### config.mk
export PLATFORM = sky130hd
export DESIGN_NAME = dmem_arbiter
export DESIGN_NICKNAME = d
export VERILOG_FILES = /design/src/rtl/dmem_arbiter.sv
export SDC_FILE = /design/constraint.sdc
export NUM_CORES = 1
export LEC_CHECK = 0
export ABC_AREA = 0
export BUFFER_PORTS_ARGS = -buffer_cell sky130_fd_sc_hd__buf_4
export CAP_MARGIN = 10
export CORE_MARGIN = 1.5
export CORE_UTILIZATION = 35
export CTS_CLUSTER_DIAMETER = 60
export DETAILED_ROUTE_END_ITERATION = 10
export GPL_ROUTABILITY_DRIVEN = 0
export GPL_TIMING_DRIVEN = 0
export HOLD_SLACK_MARGIN = 0.12
export PLACE_DENSITY = 0.66
export SYNTH_ARGS = -nofsm -noshare
export SYNTH_HDL_FRONTEND = slang
export SYNTH_SLANG_ARGS = --single-unit
### constraint.sdc
create_clock -name clk -period 1.48 [get_ports clk]
set_input_delay 0.074 -clock clk [delete_from_list [all_inputs] [get_ports clk]]
set_output_delay 0.074 -clock clk [all_outputs]
set_load 0.01 [all_outputs]
### src/rtl/dmem_arbiter.sv
// Round-robin arbiter sharing the data-memory port between the core (port 0) and the loader/DMA (port 1).
// Optional ownership lock for atomic read-modify-write is enabled with DMEM_ARB_LOCK_EN.
module dmem_arbiter #(
    parameter int ADDR_W   = 32,
    parameter int DATA_W   = 32,
    parameter int MEMI_W   = 5,
    parameter int LOCK_MAX = 4
) (
    input  logic              clk,
    input  logic              rst_n,
    input  logic              req0,
    input  logic              req1,
    input  logic              we0,
    input  logic              we1,
    input  logic [ADDR_W-1:0] addr0,
    input  logic [ADDR_W-1:0] addr1,
    input  logic [DATA_W-1:0] wdata0,
    input  logic [DATA_W-1:0] wdata1,
    input  logic [MEMI_W-1:0] memi0,
    input  logic [MEMI_W-1:0] memi1,
    input  logic              lock0,
    input  logic              lock1,
    output logic              gnt0,
    output logic              gnt1,
    output logic              rvalid0,
    output logic              rvalid1,
    output logic [DATA_W-1:0] rdata,
    output logic              stall0,
    output logic              mem_we,
    output logic [ADDR_W-1:0] mem_addr,
    output logic [DATA_W-1:0] mem_wdata,
    output logic [MEMI_W-1:0] mem_memi,
    input  logic [DATA_W-1:0] mem_rdata,
    output logic [1:0]        arb_state
);

    typedef enum logic [1:0] {
        IDLE  = 2'd0,
        BUSY0 = 2'd1,
        BUSY1 = 2'd2
    } state_t;

    state_t state, state_nx;
    logic   last_winner;
    logic   win, win_valid;

`ifdef DMEM_ARB_LOCK_EN
    localparam int CNT_W = $clog2(LOCK_MAX + 1);
    logic [CNT_W-1:0] lock_cnt;
    logic             owner, owner_lock, force_switch, win_lock;

    assign owner        = (state == BUSY1);
    assign owner_lock   = ((state == BUSY0) && lock0) || ((state == BUSY1) && lock1);
    assign force_switch = req0 && req1 && owner_lock && (lock_cnt == CNT_W'(LOCK_MAX));
    assign win_lock     = win ? lock1 : lock0;

    // Counts consecutive locked grants to the same owner while the other port waits.
    always_ff @(posedge clk or negedge rst_n) begin
        if (!rst_n) begin
            lock_cnt <= '0;
        end else if (req0 && req1 && win_lock && !force_switch) begin
            if ((state != IDLE) && (win == owner)) begin
                if (lock_cnt != CNT_W'(LOCK_MAX))
                    lock_cnt <= lock_cnt + CNT_W'(1);
            end else begin
                lock_cnt <= CNT_W'(1);
            end
        end else begin
            lock_cnt <= '0;
        end
    end
`else
    logic unused_lock;
    assign unused_lock = lock0 ^ lock1;
`endif

    always_ff @(posedge clk or negedge rst_n) begin
        if (!rst_n) state <= IDLE;
        else        state <= state_nx;
    end

    always_comb begin
        win       = 1'b0;
        win_valid = 1'b0;
        state_nx  = IDLE;
        if (req0 && req1) begin
            win_valid = 1'b1;
            win       = ~last_winner;
`ifdef DMEM_ARB_LOCK_EN
            if (owner_lock)
                win = force_switch ? ~owner : owner;
`endif
        end else if (req0) begin
            win_valid = 1'b1;
            win       = 1'b0;
        end else if (req1) begin
            win_valid = 1'b1;
            win       = 1'b1;
        end
        if (win_valid)
            state_nx = win ? BUSY1 : BUSY0;
    end

    // mem_we doubles as the latched access type of the command currently on the port.
    always_ff @(posedge clk or negedge rst_n) begin
        if (!rst_n) begin
            last_winner <= 1'b1;
            mem_we      <= 1'b0;
            mem_addr    <= '0;
            mem_wdata   <= '0;
            mem_memi    <= '0;
            rdata       <= '0;
            rvalid0     <= 1'b0;
            rvalid1     <= 1'b0;
        end else begin
            rvalid0 <= (state == BUSY0) && !mem_we;
            rvalid1 <= (state == BUSY1) && !mem_we;
            if ((state != IDLE) && !mem_we)
                rdata <= mem_rdata;
            if (win_valid) begin
                last_winner <= win;
                mem_we      <= win ? we1    : we0;
                mem_addr    <= win ? addr1  : addr0;
                mem_wdata   <= win ? wdata1 : wdata0;
                mem_memi    <= win ? memi1  : memi0;
            end else begin
                mem_we <= 1'b0;
            end
        end
    end

    assign gnt0      = (state == BUSY0);
    assign gnt1      = (state == BUSY1);
    assign stall0    = req0 & ~gnt0;
    assign arb_state = state;

endmodule

==> run_results.csv <==
group,metric,value,unit
floorplan,core-area,14420,um^2
clocking,post_cts_buffers,0,
clocking,cts_sinks,107,
pwr,power_density,947.9,nW/um^2
placed_design,post-place-cells,938,
timing,max_freq,715.8,MHz
layout,nets,1117,
synthesis,netlist_instances,470,
synthesis,synth_top_area_share,0.5151,
route,avgViaCountPerCell,5.102,
clocking,cts_tree,"yes",
synthesis,synthTopCellsByArea,"dfrtp_1 52%, a211oi_1 9.0%, o22ai_1 8.4%, mux2_2 7.0%, nor2_1 5.1%",
placed_design,portBuffers,283,
route,vias,5755,
route,finalWirelength,19930,um
timing,worst_slack,83.02,ps
clocking,clkTransAtPathRegs,80,ps
global_route,grt_pass1_wl,32110,um
placed_design,hpwl,13000,um
layout,fin_area,9594,um^2
route,drtAntennaViolNets,0,
hold_path,worstHoldPathType,"in -> async",
global_route,gr-total-overflow,0,
clocking,cts.path.max_buffers,2,
worst_setup_path,required,1720,ps
synthesis,ys_top_cells_by_count,"106 x dfrtp_1, 70 x nor2_1, 69 x o22ai_1",
timing,hold_violations,0,
timing,rsz0062_at_grt,"no",
timing,slew_headroom,0.5508,
worst_setup_path,critPathMaxStageDelay,440,ps
synthesis,yosysUniqueCellTypes,27,
floorplan,dieArea,15450,um^2
route,drc,0,
placed_design,dpl_cell_area,7532,um^2
global_route,grt_max_degree,70,
timing,holdWs,258.5,ps
clocking,cts_buffers,9,
synthesis,synthFlopType,"dfrtp_1",
floorplan,pin_count,287,
pwr,irDropWorstVdd,0.0005385,V
synthesis,ys_seq_area_frac,0.5202,
worst_setup_path,path_class,"reg -> reg",
global_route,first_global_vias,6268,
route,first_pass_iters,4,
timing,final.min_clock_period,1397,ps
floorplan,num_rows,44,
clocking,root_buffer,"clkbuf_16",
worst_setup_path,crit_chain,"o21bai_4 > buf_4 > mux2_2",
placed_design,dp_slack,-27.20,ps
synthesis,ys_warn_count,0,
layout,num_antenna_cells,0,
worst_setup_path,critPathArrivalTime,1630,ps
route,detail_route.wl_per_cell,17.66,um
floorplan,die_height,124.3,um
worst_setup_path,rr_startpoint,"arb_state[0]",
worst_setup_path,ff2ff_path_depth,3,
run_status,status,"finished, final reports clean",
layout,areaGrowthSynthToFinish,86.30,%
global_route,antenna_found_initial,0,
synthesis,async_reset_ff_frac,1.000,
synthesis,yosysMostFrequentCell,"dfrtp_1",
pwr,p_leak,0.004401,uW
layout,fin_cells,1128,
flow_run,cap_violations,0,
synthesis,synth_area,5150,um^2
timing,maxSlewViolCount,0,
synthesis,synth_top_area_cell,"dfrtp_1",
layout,layout-drive-gt1-share,0.4311,
synthesis,synth_seq_cells,107,
worst_setup_path,endpoint_kind,"register",
synthesis,syn_avg_cell_area,10.96,um^2
worst_setup_path,critPathMaxFanout,10,
clocking,clkLatencyLatePin,360,ps
timing,worst_pin_slew,673.8,ps
clocking,htree_levels,3,
floorplan,die_w,124.3,um
timing,fin_skew,7.546,ps
timing,setup_violations,0,
worst_setup_path,rrSetupSlack,80,ps
route,initialDrtViolationCount,239,
global_route,grt_util_all_layers,0.2586,
timing,fin_crit_sh,0.9439,
worst_setup_path,start_kind,"register",
worst_setup_path,reg2reg_to,"rdata[21]",
floorplan,start_util,0.3570,
worst_setup_path,crit_slowest_cell,"dfrtp_1",
timing,setup_tns,0,ps
synthesis,syn_nets,648,
synthesis,synth_edf_count,0,
==> worst max path at each step <==
stage               cells after the start  slack (ps)    startpoint            to
floorplan                               3         140  arb_state[0]      rdata[0]
global placement                        3         0.8  arb_state[0]     rdata[26]
detailed placement                      3         -30  arb_state[0]     rdata[21]
CTS                                     4          20   last_winner   mem_memi[3]
global route                            5           8   last_winner  mem_wdata[8]
finish                                  3          80  arb_state[0]     rdata[21]
==> registers in the layout (all words and copies together) (netlist names) <==
register,cells
mem_addr,32
mem_wdata,32
rdata,32
mem_memi,5
arb_state,2
last_winner,1
mem_we,1
rvalid0,1
rvalid1,1
==> logic make-up after synthesis <==
| logic type | after synthesis | share of synthesized area |
|---|---|---|
| AOI/OAI and AO/OA | 143 | 0.2000 |
| and+or+nand+nor | 144 | 0.1579 |
| DFF | 107 | 0.5202 |
| muxes | 32 | 0.06997 |
| buffers and inverters | 44 | 0.05199 |
==> through the flow <==
step,total power (uW),utilization
2_1_floorplan,4791,-
3_3_place_gp,6165,0.5203
3_5_place_dp,6257,0.5222
4_1_cts,9115,0.6645
5_1_grt,9547,0.6652
6_report,9094,0.6652
==> per-layer routing <==
layer | track usage | wire length [um]
met1 | 0.3039 | 7832
met2 | 0.4493 | 10060
met3 | 0.05713 | 1285
met4 | 0.1204 | 746
met5 | 0 | 0
==> power breakdown <==
part           leakage, uW  total, uW  switching, uW  internal [uW]
Sequential         0.00125       3630            263           3370
Combinational      0.00301       3000           1270           1730
Clock             0.000146       2460           1250           1210
==> worst max-delay path, delay by kind of cell, from the launching register on <==
family	cells	cell delay (ps)
muxes	1	370
DFF	1	440
AOI/OAI and AO/OA	1	230
buffers and inverters	1	240
==> timing repair <==
action                     4_1_cts  5_1_grt
hold buffers                   174        0
hold endpoints to repair       141        0
setup endpoints to repair       15       33
gates resized for setup          3        2
==> cell type report <==
cell class | instances | area, um^2
Timing Repair Buffer | 458 | 3894
Buffer | 41 | 264.0
Clock inverter | 7 | 77.57
Tap cell | 184 | 230.2
Multi-Input combinational cell | 319 | 2213
Sequential cell | 107 | 2679
Fill cell | 1019 | 4830
Clock buffer | 9 | 225.2
Inverter | 3 | 11.26
==> cell usage in the layout (no fill, tap or decap), types with 2 or more instances in the layout <==
| cell | count |
|---|---|
| buf_4 | 300 |
| nor2b_1 | 35 |
| clkbuf_2 | 5 |
| inv_1 | 2 |
| and2b_2 | 24 |
| a211oi_1 | 62 |
| dfrtp_1 | 106 |
| clkbuf_16 | 9 |
| a211oi_2 | 7 |
| and2b_4 | 6 |
| o22ai_1 | 69 |
| dlygate4sd3_1 | 174 |
| clkbuf_1 | 6 |
| nor2_1 | 70 |
| buf_6 | 4 |
| inv_8 | 4 |
| buf_2 | 8 |
| and2b_1 | 6 |
| mux2_2 | 32 |
(Power assumes the default switching activity.)
